**config.mk**
```make
export PLATFORM = sky130hd
export DESIGN_NAME = pipeline_hazard_ctrl
export DESIGN_NICKNAME = d
export VERILOG_FILES = /design/src/rtl/pipeline_hazard_ctrl_pkg.sv /design/src/rtl/pipeline_hazard_ctrl_sat_counter.sv /design/src/rtl/pipeline_hazard_ctrl.sv
export SDC_FILE = /design/constraint.sdc
export NUM_CORES = 1
export LEC_CHECK = 0
export CAP_MARGIN = 20
export CORE_MARGIN = 1
export CORE_UTILIZATION = 48
export DETAILED_ROUTE_END_ITERATION = 7
export PLACE_DENSITY = 0.85
export SKIP_LAST_GASP = 1
export SYNTH_ARGS = -nofsm -noshare
export SYNTH_HDL_FRONTEND = slang
export SYNTH_HIERARCHICAL = 1
export SYNTH_SLANG_ARGS = --single-unit
```
**constraint.sdc**
```tcl
create_clock -name clk -period 2.5 [get_ports clk]
set_input_delay 0.25 -clock clk [delete_from_list [all_inputs] [get_ports clk]]
set_output_delay 0.25 -clock clk [all_outputs]
set_load 0.02 [all_outputs]
```
**src/rtl/pipeline_hazard_ctrl_pkg.sv**
```systemverilog
// Shared definitions for the pipeline stall/flush sequencer.
`ifndef NUM_REGISTERS_LOG2
`define NUM_REGISTERS_LOG2 5
`endif

package pipeline_hazard_ctrl_pkg;

    // Register index width of the register file
    localparam int unsigned NUM_REG_ADDR_W = `NUM_REGISTERS_LOG2;

    // Register 0 is hard-wired to zero and never creates a dependency
    localparam int unsigned REG_ZERO = 0;

    localparam int unsigned STATE_W = 2;

    typedef enum logic [STATE_W-1:0] {
        ST_RUN        = 2'd0,
        ST_LOAD_STALL = 2'd1,
        ST_MEM_WAIT   = 2'd2,
        ST_REDIRECT   = 2'd3
    } state_e;

endpackage

```
**src/rtl/pipeline_hazard_ctrl_sat_counter.sv**
```systemverilog
// Saturating up-counter used for the debug event counters.
module sat_counter #(
    parameter int unsigned CNT_W = 16
) (
    input  logic             clk,
    input  logic             reset,
    input  logic             inc,
    output logic [CNT_W-1:0] count
);

    localparam logic [CNT_W-1:0] CNT_MAX = '1;

    logic [CNT_W-1:0] count_q;
    logic [CNT_W-1:0] count_d;

    // Increment on request, holding at all-ones instead of wrapping
    always_comb begin
        count_d = count_q;
        if (inc && (count_q != CNT_MAX)) begin
            count_d = count_q + CNT_W'(1);
        end
    end

    // Count register
    always_ff @(posedge clk or posedge reset) begin
        if (reset) begin
            count_q <= '0;
        end else begin
            count_q <= count_d;
        end
    end

    assign count = count_q;

endmodule

```
**src/rtl/pipeline_hazard_ctrl.sv**
```systemverilog
// Central stall/flush sequencer: load-use stalls, branch redirects and
// data-memory freezes for the 5-stage pipeline.
module pipeline_hazard_ctrl
    import pipeline_hazard_ctrl_pkg::*;
#(
    parameter int unsigned REG_ADDR_W  = NUM_REG_ADDR_W,
    parameter int unsigned CNT_W       = 16,
    parameter int unsigned MEM_TIMEOUT = 255
) (
    input  logic                  clk,
    input  logic                  reset,
    input  logic [REG_ADDR_W-1:0] id_rs,
    input  logic [REG_ADDR_W-1:0] id_rt,
    input  logic                  id_uses_rt,
    input  logic                  ex_mem_to_reg,
    input  logic [REG_ADDR_W-1:0] ex_reg_dst,
    input  logic                  mem_branch_taken,
    input  logic                  mem_req,
    input  logic                  mem_ready,
    output logic                  pc_write,
    output logic                  pc_redirect,
    output logic                  if_id_stall,
    output logic                  if_id_flush,
    output logic                  id_ex_stall,
    output logic                  id_ex_flush,
    output logic                  ex_mem_flush,
    output logic                  pipe_freeze,
    output logic [CNT_W-1:0]      stall_cycles,
    output logic [CNT_W-1:0]      flush_events,
    output logic                  mem_timeout
);

    // Wait counter is wide enough to exceed MEM_TIMEOUT before it saturates
    localparam int unsigned       WAIT_W   = $clog2(MEM_TIMEOUT + 2);
    localparam logic [WAIT_W-1:0] WAIT_MAX = '1;

    state_e            state_q;
    state_e            state_d;
    logic [WAIT_W-1:0] wait_cnt_q;
    logic [WAIT_W-1:0] wait_cnt_d;
    logic              timeout_q;
    logic              timeout_d;

    logic hazard;
    logic freeze;
    logic redirect;
    logic load_use;

    // Load in EX feeding a source of the instruction in ID
    assign hazard = ex_mem_to_reg
                  && (ex_reg_dst != REG_ADDR_W'(REG_ZERO))
                  && ((ex_reg_dst == id_rs) || (id_uses_rt && (ex_reg_dst == id_rt)));

    // Event priority: freeze > redirect > load-use (load-use only from RUN)
    assign freeze   = mem_req && !mem_ready;
    assign redirect = !freeze && mem_branch_taken;
    assign load_use = !freeze && !redirect && (state_q == ST_RUN) && hazard;

    // Next state and control outputs; reset forces the flush-everything pattern
    always_comb begin
        state_d      = ST_RUN;
        pc_write     = 1'b0;
        pc_redirect  = 1'b0;
        if_id_stall  = 1'b0;
        if_id_flush  = 1'b0;
        id_ex_stall  = 1'b0;
        id_ex_flush  = 1'b0;
        ex_mem_flush = 1'b0;
        pipe_freeze  = 1'b0;

        if (reset) begin
            if_id_flush  = 1'b1;
            id_ex_flush  = 1'b1;
            ex_mem_flush = 1'b1;
        end else if (freeze) begin
            pipe_freeze = 1'b1;
            state_d     = ST_MEM_WAIT;
        end else if (redirect) begin
            pc_redirect  = 1'b1;
            pc_write     = 1'b1;
            if_id_flush  = 1'b1;
            id_ex_flush  = 1'b1;
            ex_mem_flush = 1'b1;
            state_d      = ST_REDIRECT;
        end else if (load_use) begin
            if_id_stall = 1'b1;
            id_ex_stall = 1'b1;
            state_d     = ST_LOAD_STALL;
        end else begin
            pc_write = 1'b1;
        end
    end

    // Consecutive-freeze counter and sticky timeout flag
    always_comb begin
        wait_cnt_d = '0;
        if (freeze) begin
            wait_cnt_d = (wait_cnt_q == WAIT_MAX) ? wait_cnt_q : (wait_cnt_q + WAIT_W'(1));
        end
        timeout_d = timeout_q || (32'(wait_cnt_d) > MEM_TIMEOUT);
    end

    // State, wait counter and timeout registers
    always_ff @(posedge clk or posedge reset) begin
        if (reset) begin
            state_q    <= ST_RUN;
            wait_cnt_q <= '0;
            timeout_q  <= 1'b0;
        end else begin
            state_q    <= state_d;
            wait_cnt_q <= wait_cnt_d;
            timeout_q  <= timeout_d;
        end
    end

    assign mem_timeout = timeout_q;

    sat_counter #(
        .CNT_W (CNT_W)
    ) u_stall_cnt (
        .clk   (clk),
        .reset (reset),
        .inc   (pipe_freeze || if_id_stall),
        .count (stall_cycles)
    );

    sat_counter #(
        .CNT_W (CNT_W)
    ) u_flush_cnt (
        .clk   (clk),
        .reset (reset),
        .inc   (pc_redirect),
        .count (flush_events)
    );

endmodule

```
Yosys cells after proc, flatten, opt, wreduce, memory -nomap -nowiden
Cells that the tools add are included. W data, S select, Z words.

Output and inout bits: 41. Bits in registers: 44.

Add/sub/neg operators: 3. Muxes and demuxes: 20. Reductions and logical operators: 18. Eq/ne operators: 5. $lt $le $gt $ge: 1.

Operators by type and width (count): $add A16 B1 Y16 const B (2); $ne A16 B16 Y1 const B (2); $mux W9 (2); $mux W1 (15); $eq A5 B5 Y1 (2); $logic_and A1 B1 Y1 (10); $add A9 B1 Y9 const B (1); $eq A9 B9 Y1 const B (1); $gt A9 B8 Y1 const B (1); $mux W2 (3); $reduce_bool A5 Y1 (1); $logic_not A1 Y1 (3); $logic_or A1 B1 Y1 (3); $logic_not A2 Y1 (1).

Longest topological paths before layout
Gate-level depths: netlist of the first run.

Word-level depth: 14. Depth in mapped cells: 8. Gate-level depth less buffers: 8.

By module
Netlist of the first run, hierarchy kept.

By module, submodules not included: sat_counter (seq. area each 400.4 sq um, cells an instance 71, instances 2, area an instance 805.8 sq um); pipeline_hazard_ctrl (seq. area each 300.3 sq um, cells an instance 79, instances 1, area an instance 762.0 sq um).

Worst setup path after synthesis of the first run
No wires, ideal clock.

Path kind: register to register. From: register state_q[0]. To: register u_stall_cnt.count_q[14], in the netlist u_stall_cnt/count[14]. Stages on the path, launching flop included: 9. Slack: 352 ps. Library setup time: 125 ps. Data arrival time: 2024 ps. Path buffers: 0. Cells stage by stage: dfrtp_1 nand2b_1 nor4_1 o211ai_2 o22ai_1 and4_1 nand3_1 nor2_1 mux2_2.

Word-level cells in the longest chain between the ends: 9.

Ends and longest elaborated chain: start: declaration (RTL line pipeline_hazard_ctrl.sv:37) `state_e state_q;`; start signal: assignment (RTL line pipeline_hazard_ctrl.sv:110) `state_q <= state_d;`; $logic_not A2 Y1 (RTL line pipeline_hazard_ctrl.sv:57) `assign load_use = !freeze && !redirect && (state_q == ST_RUN) && hazard;`; $logic_and A1 B1 Y1 (2 in a row) (RTL line pipeline_hazard_ctrl.sv:57); $mux W1 (RTL line pipeline_hazard_ctrl.sv:85) `end else if (load_use) begin`; $mux W1 (RTL line pipeline_hazard_ctrl.sv:78) `end else if (redirect) begin`; $mux W1 (RTL line pipeline_hazard_ctrl.sv:75) `end else if (freeze) begin`; $mux W1 (RTL line pipeline_hazard_ctrl.sv:71) `if (reset) begin`; $logic_or A1 B1 Y1 (RTL line pipeline_hazard_ctrl.sv:123) `.inc (pipe_freeze || if_id_stall),`; $logic_and A1 B1 Y1 (RTL line pipeline_hazard_ctrl_sat_counter.sv:19) `if (inc && (count_q != CNT_MAX)) begin`; end signal: assignment (RTL line pipeline_hazard_ctrl_sat_counter.sv:29) `count_q <= count_d;`; end: declaration (RTL line pipeline_hazard_ctrl_sat_counter.sv:13) `logic [CNT_W-1:0] count_q;`.

No other way between the ends. A chain may end at the register's enable or synchronous reset.

Worst setup path in the final report of the first run
From: input ex_reg_dst[1]. To: output id_ex_stall.

Word-level cells in the longest chain between the ends: 9.

Ends and longest elaborated chain: start: declaration (RTL line pipeline_hazard_ctrl.sv:16) `input logic [REG_ADDR_W-1:0] ex_reg_dst,`; $eq A5 B5 Y1 (RTL line pipeline_hazard_ctrl.sv:52) `&& ((ex_reg_dst == id_rs) || (id_uses_rt && (ex_reg_dst == id_rt)));`; $logic_and A1 B1 Y1 (RTL line pipeline_hazard_ctrl.sv:52); $logic_or A1 B1 Y1 (RTL line pipeline_hazard_ctrl.sv:52); $logic_and A1 B1 Y1 * (RTL line pipeline_hazard_ctrl.sv:52); $logic_and A1 B1 Y1 * (RTL line pipeline_hazard_ctrl.sv:57); $mux W1 * (RTL line pipeline_hazard_ctrl.sv:85); $mux W1 * (RTL line pipeline_hazard_ctrl.sv:78); $mux W1 * (RTL line pipeline_hazard_ctrl.sv:75); $mux W1 * (RTL line pipeline_hazard_ctrl.sv:71); end: declaration (RTL line pipeline_hazard_ctrl.sv:24) `output logic id_ex_stall,`.

Every way passes the cells marked *; elsewhere a longest branch is shown, timed or not.

==> results of run 1 <==
[layout make-up]
type	instances	area [um2]	area share (%)
Timing Repair Buffer	78	737	22.5
Inverter	3	11.3	0.343
Sequential cell	44	1100	33.6
Clock inverter	3	42.5	1.30
Clock buffer	5	68.8	2.10
Tap cell	67	83.8	2.56
Multi-Input combinational cell	170	1230	37.7
[per-layer routing]
metal	up-vias	GRT usage (%)	share of wire (%)
met2	48	34.2	49
met3	2	5.28	5.2
met4	0	6.54	0.53
met1	941	26.4	45
met5	-	0	0
li1	961	-	-
[cells in the mapped netlist]
cell / count
dfrtp_1: 44
xnor2_1: 26
nand3_1: 16
nor2_1: 16
nand2_1: 15
and3_1: 12
nand4_1: 11
xor2_1: 11
a21oi_1: 7
and4_1: 7
mux2_2: 4
nand2b_1: 4
a31oi_1: 3
buf_4: 3
ha_1: 3
inv_1: 3
mux2i_1: 3
and2_1: 2
and3_2: 2
and4_2: 2
nand2_2: 2
nand4_2: 2
nand4_4: 2
nor4_4: 2
o21a_1: 2
o21ai_0: 2
a311oi_2: 1
a32oi_1: 1
clkbuf_1: 1
nand3_2: 1
nor2b_1: 1
nor3_1: 1
nor4_1: 1
nor4_2: 1
o211a_1: 1
o211ai_2: 1
o21ai_1: 1
o21bai_1: 1
o22ai_1: 1
or2_2: 1
or4_4: 1
[cell usage in the layout, fill, tap and decap left out, drive strengths merged]
cell type,synthesis,layout
clkbuf,1,5
dlygate4sd2,0,3
nand2,17,17
a31oi,3,3
o21bai,1,1
a21oi,7,7
nand4,15,15
clkinvlp,0,1
clkinv,0,1
or2,1,1
mux2i,3,3
buf,3,16
a311oi,1,1
nor2,16,16
and4,9,9
o211ai,1,1
bufinv,0,1
xnor2,26,26
nor3,1,1
o21ai,3,3
ha,3,3
nand2b,4,4
a32oi,1,1
mux2,4,4
inv,3,3
nor4,4,4
and3,14,14
xor2,11,11
or4,1,1
and2,2,2
nand3,17,17
nor2b,1,1
clkdlybuf4s50,0,59
dfrtp,44,44
o21a,2,2
o22ai,1,1
o211a,1,1
[metrics by stage]
| step | instance area (um2) | hold WS [ns] | util [%] |
|---|---|---|---|
| 4_1_cts | 3280 | 0.329 | 69.0 |
| 5_1_grt | 3280 | 0.367 | 69.0 |
| 6_report | 3280 | 0.342 | 69.0 |
| 3_5_place_dp | 3170 | 0.461 | 66.7 |
| 3_3_place_gp | 3170 | 0.453 | 66.7 |
| 2_1_floorplan | 2370 | 0.151 | - |
[worst max-delay path, stage by stage]
cell and delay [ns]:
clkdlybuf4s50_1 0.44, buf_4 0.15, or4_4 0.53, o211ai_2 0.18, buf_4 0.14, nor2_1 0.05, dlygate4sd2_1 0.31
[where the power goes]
group	leakage (nW)	switching [mW]	internal, mW	total, mW
Combinational	0.799	0.271	0.286	0.556
Sequential	0.592	0.130	0.794	0.923
Clock	0.0541	0.244	0.296	0.540
Total	1.45	0.644	1.38	2.02
[sequential cells by signal, indices dropped and copies added (netlist names)]
register           cells
state_q                2
wait_cnt_q             9
u_stall_cnt/count     16
u_flush_cnt/count     16
mem_timeout            1
[final timing paths]
check	from	end
max	ex_reg_dst[1]	id_ex_stall
min	reset	wait_cnt_q[0]
max reg2reg	state_q[0]	u_stall_cnt/count[14]
min reg2reg	mem_timeout	mem_timeout
max in group asynchronous	reset	u_stall_cnt/count[3]
min in group clk	mem_timeout	mem_timeout
[logic make-up after synthesis]
| family | count (synthesis) | synth area share, % |
|---|---|---|
| mux | 7 | 3.16 |
| buf+inv | 7 | 1.58 |
| fa+ha+maj | 3 | 1.58 |
| flops | 44 | 46.4 |
| compound gates | 21 | 6.06 |
| simple gates | 102 | 27.6 |
| xor+xnor | 37 | 13.7 |
==> metrics.csv, run 1 <==
metric,value,unit
H-tree depth,2,
die area,5230,um2
clk_lat worst skew,0.29,ns
# setup viols final,0,
Synth top area share,46.4,%
Inst Count DP,362,
Tcrit/Tclk final,92.2,%
final wirelength,5.14,mm
Least-Margin Pin Slew,0.637,ns
Max Freq,434,MHz
Starting Density,49.9,%
status,"finished, final reports clean",
"antenna viol nets, final",0,
largest area contributor in the netlist,dfrtp_1,
CTS tree,built,
worst vdd ir,0.634,mV
clock sinks,44,
FF-to-FF path depth,9,
Pre-Repair DR Iteration Count,4,
total track usage,20.6,%
mapped cell area,2370,um2
via count,1952,
max cap viols,0,
ant diodes,0,
routed wire length per instance,13.9,um
port bufs,62,
Worst EP required,2.25,ns
synth warn,6,
setup TNS,0,ns
Slew Limit Fails,0,
Synth area leaders,"dfrtp_1 (46%), xnor2_1 (9.6%), xor2_1 (4.1%), nand3_1 (3.4%), and3_1 (3.2%)",
post-cts repair resize count,3,
setup ws final,0.196,ns
synth-to-layout area growth,38.2,%
crit path max fanout,2,
Pwr Density,616,nW/um2
clock skew,0.00678,ns
number of setup buffers added after CTS,0,
dpl hpwl,3.76,mm
Setup Crit Path Kind,in2out,
Setup crit end kind,output pin,
Rel. slew slack,57.5,%
Mapped Cells,221,
cts hold-fix bufs,0,
DIE HEIGHT,72.3,um
Setup WS pre-CTS,-0.0942,ns
CORE AREA,4750,um2
Root Buffer Master,clkbuf_8,
CP arrival,2.05,ns
syn nets,246,
Num CTS Buffers,5,
largest net degree at the start of global routing,17,
Final nets,327,
DRT iter0 DRCs,163,
first-pass GRT wire length,8.36,mm
vias in the first global route,1852,
Hold Crit Class,in2async,
routability cong.,0.833,
Cell variety after synth,41,
layout cells sized above 1,15.2,%
Overflow after GRT,0,
Pwr Total,2.02,mW
RSZ-0062 raised after global routing,no,
Rows,25,
post-synthesis register bit count,44,
Ports,63,
final std cells w/o fill,370,
die width,72.3,um
Filler Cell Count,371,
initial antenna violation count,0,
Worst-path clk slew,0.08,ns
"Seq/Total Area, Yosys",46.4,%
DR vias/cell,5.28,
fin crit period,2.30,ns
final hold violations,0,
Max clock buf depth,2,
P_leak,1.45,nW
Syn Area/Cell,10.7,um2
flop-to-flop setup slack,0.30,ns
crit path launch type,input port,
drt drc,0,
Note: power is estimated with default switching activity, not from simulation.
==> inputs of run 2 (changes only) <==
--- a/config.mk
+++ b/config.mk
@@ -7,9 +7,10 @@
 export LEC_CHECK = 0
 export CAP_MARGIN = 20
 export CORE_MARGIN = 1
-export CORE_UTILIZATION = 48
+export CORE_UTILIZATION = 54
 export DETAILED_ROUTE_END_ITERATION = 7
-export PLACE_DENSITY = 0.85
+export DONT_BUFFER_PORTS = 1
+export PLACE_DENSITY = 0.75
 export SKIP_LAST_GASP = 1
 export SYNTH_ARGS = -nofsm -noshare
 export SYNTH_HDL_FRONTEND = slang
==> run 2 against run 1 <==
  * Sequential cell count stayed put
  * Critical path depth is 1 higher
  * Worst setup slack better by 0.095 ns
  * Global-route usage is 0.92 points higher
  * Core utilization is 6.6 points lower
  * Total power is 12% lower
  * Cell count is 24% lower
  * Worst hold slack worse by 0.25 ns
  * Critical endpoint is now u_stall_cnt/count[14]
==> metrics.csv, run 2 (synthesized netlist as in run 1, its figures left out) <==
metric,value,unit,change
Overflow after GRT,0,,unchanged
Critical-path top delay cell,dlygate4sd3_1,,
largest net degree at the start of global routing,17,,unchanged
"antenna viol nets, final",0,,unchanged
final hold violations,0,,unchanged
Worst path top cell family by delay,buffers and inverters,,
worst-path cell chain,dlygate4sd3_1 -> inv_1 -> o211ai_2 -> o22ai_1 -> and4_1 -> nand3_1 -> nor2_1 -> mux2_2,,
Hold Crit Class,in2reg,,
Hold Path Depth,2,,
grt met3 use,8.33,%,+3.1 points
P_leak,1.16,nW,-20%
Ports,63,,unchanged
# setup viols final,0,,unchanged
critical path depth,8,,+1
final wirelength,4.50,mm,-12%
crit path launch type,input port,,
die width,68.3,um,-5.6%
Tcrit/Tclk final,88.3,%,-3.8 points
max cap viols,0,,unchanged
Least-Margin Pin Slew,0.609,ns,-0.0285 ns
placed cell area,2450,um2,-23%
CTS tree,built,,
Final Core Density,62.3,%,-6.6 points
dpl hpwl,3.37,mm,-10%
Max clock buf depth,2,,unchanged
Top Usage Layer GRT,met2,,
H-tree depth,2,,unchanged
CP max stage delay,0.59,ns,+0.06 ns
Pwr Density,696,nW/um2,+13%
Final nets,255,,-22%
Setup Crit Path Kind,in2reg,,
Max Freq,453,MHz,+4.3%
Root Buffer Master,clkbuf_8,,
cts hold-fix bufs,1,,+1
RSZ-0062 raised after global routing,no,,
Slew Limit Fails,0,,unchanged
synth-to-layout area growth,8.07,%,
die area,4660,um2,-11%
clock skew,0.0101,ns,+0.00329 ns
Pre-Repair DR Iteration Count,4,,unchanged
Rel. slew slack,59.4,%,+1.9 points
vias in the first global route,1658,,-10%
Starting Density,57.7,%,+7.8 points
Filler Cell Count,339,,-8.6%
flop-to-flop setup slack,0.30,ns,about the same
r2r startpoint,state_q[0],,
via count,1694,,-13%
Worst-path clk slew,0.08,ns,about the same
"most common cell after layout, fill and taps aside",dfrtp_1,,
DIE HEIGHT,68.3,um,-5.6%
drt drc,0,,unchanged
Setup crit end kind,flop,,
Num CTS Buffers,5,,unchanged
hold_sp,mem_branch_taken,,
clk_lat worst skew,0.30,ns,about the same
number of setup buffers added after CTS,0,,unchanged
clock sinks,44,,unchanged
Pwr Total,1.79,mW,-12%
setup TNS,0,ns,unchanged
ant diodes,0,,unchanged
Worst EP required,2.69,ns,+0.44 ns
worst vdd ir,0.479,mV,-24%
DR vias/cell,6.03,,+14%
"Design Area, Final",2560,um2,-22%
WP buf/inv,2,,-2
CP arrival,2.40,ns,+0.35 ns
layout cells sized above 1,14.7,%,-0.46 points
post-cts repair resize count,0,,-3
CORE AREA,4120,um2,-13%
total track usage,21.5,%,+0.92 points
initial antenna violation count,0,,unchanged
Hold EP,state_q[1],,
DRT iter0 DRCs,75,,-54%
grt met2 use,36.4,%,+2.2 points
"commonest non-fill, non-tap cells in the layout","dfrtp_1 (44), xnor2_1 (26), nor2_1 (16), nand3_1 (16), nand2_1 (15)",,
first-pass GRT wire length,7.31,mm,-13%
routed wire length per instance,16.0,um,+15%
met1 usage,24.1,%,-2.3 points
routability cong.,0.755,,-9.4%
status,"finished, final reports clean",,
fin crit period,2.21,ns,-0.0952 ns
FF-to-FF path depth,8,,-1
FF-to-FF End,u_stall_cnt/count[14],,
Rows,23,,-8.0%
port bufs,0,,-100%
crit path max fanout,10,,+8
run 2: cell types whose count changed in the layout (fill, tap and decap cells not counted), sizes merged:
cell	change
clkbuf	+1
clkdlybuf4s50	-59
dlygate4sd3	+1
dlygate4sd2	-3
clkinvlp	-1
buf	-11
run 2: report_power, final:
group | switching, mW | leakage (nW) | total, mW | internal, mW
sequential | 0.232 | 0.592 | 1.02 | 0.792
clock | 0.238 | 0.0552 | 0.535 | 0.297
combinational | 0.118 | 0.511 | 0.227 | 0.109
total | 0.589 | 1.16 | 1.79 | 1.20
run 2: final cells by class:
type	instances	area (um2)	share of cell area, %
timing repair buffer	6	47.5	1.85
multi-input combinational	170	1230	48.1
clock buffer	6	72.6	2.83
sequential	44	1100	42.9
clock inverter	2	35.0	1.37
inverter	3	11.3	0.439
tap	50	62.6	2.44
run 2: worst max-delay path by stage:
stage                     slack [ns]  startpoint               endpoint
after floorplan                 0.35  state_q[0]  u_stall_cnt/count[14]
after global placement          0.36  state_q[0]  u_stall_cnt/count[14]
after detailed placement        0.30  state_q[0]  u_stall_cnt/count[14]
after CTS                       0.26       reset  u_stall_cnt/count[14]
after global routing            0.05       reset  u_stall_cnt/count[13]
final                           0.29       reset  u_stall_cnt/count[14]
run 2: metal layers:
layer  share of wire, %  up-vias
li1                   -      816
met1                 44      841
met2                 50       31
met3                5.0        6
met4                1.3        0
met5                  0        -
run 2: stage by stage:
stage               worst slack (ns)  hold slack, ns  instances
global route                  0.0539          0.0982        281
finish                         0.291          0.0895        281
global placement               0.359           0.111        272
detailed placement             0.301           0.112        272
CTS                            0.260          0.0803        281
floorplan                      0.352           0.151        221
run 2: worst reg2reg max path: cells and delay by family (launching register included):
family / cells / cell delay, ns
flip-flops: 1 / 0.36
AO/OA/AOI/OAI: 2 / 0.41
AND/OR/NAND/NOR: 5 / 0.99
multiplexers: 1 / 0.34
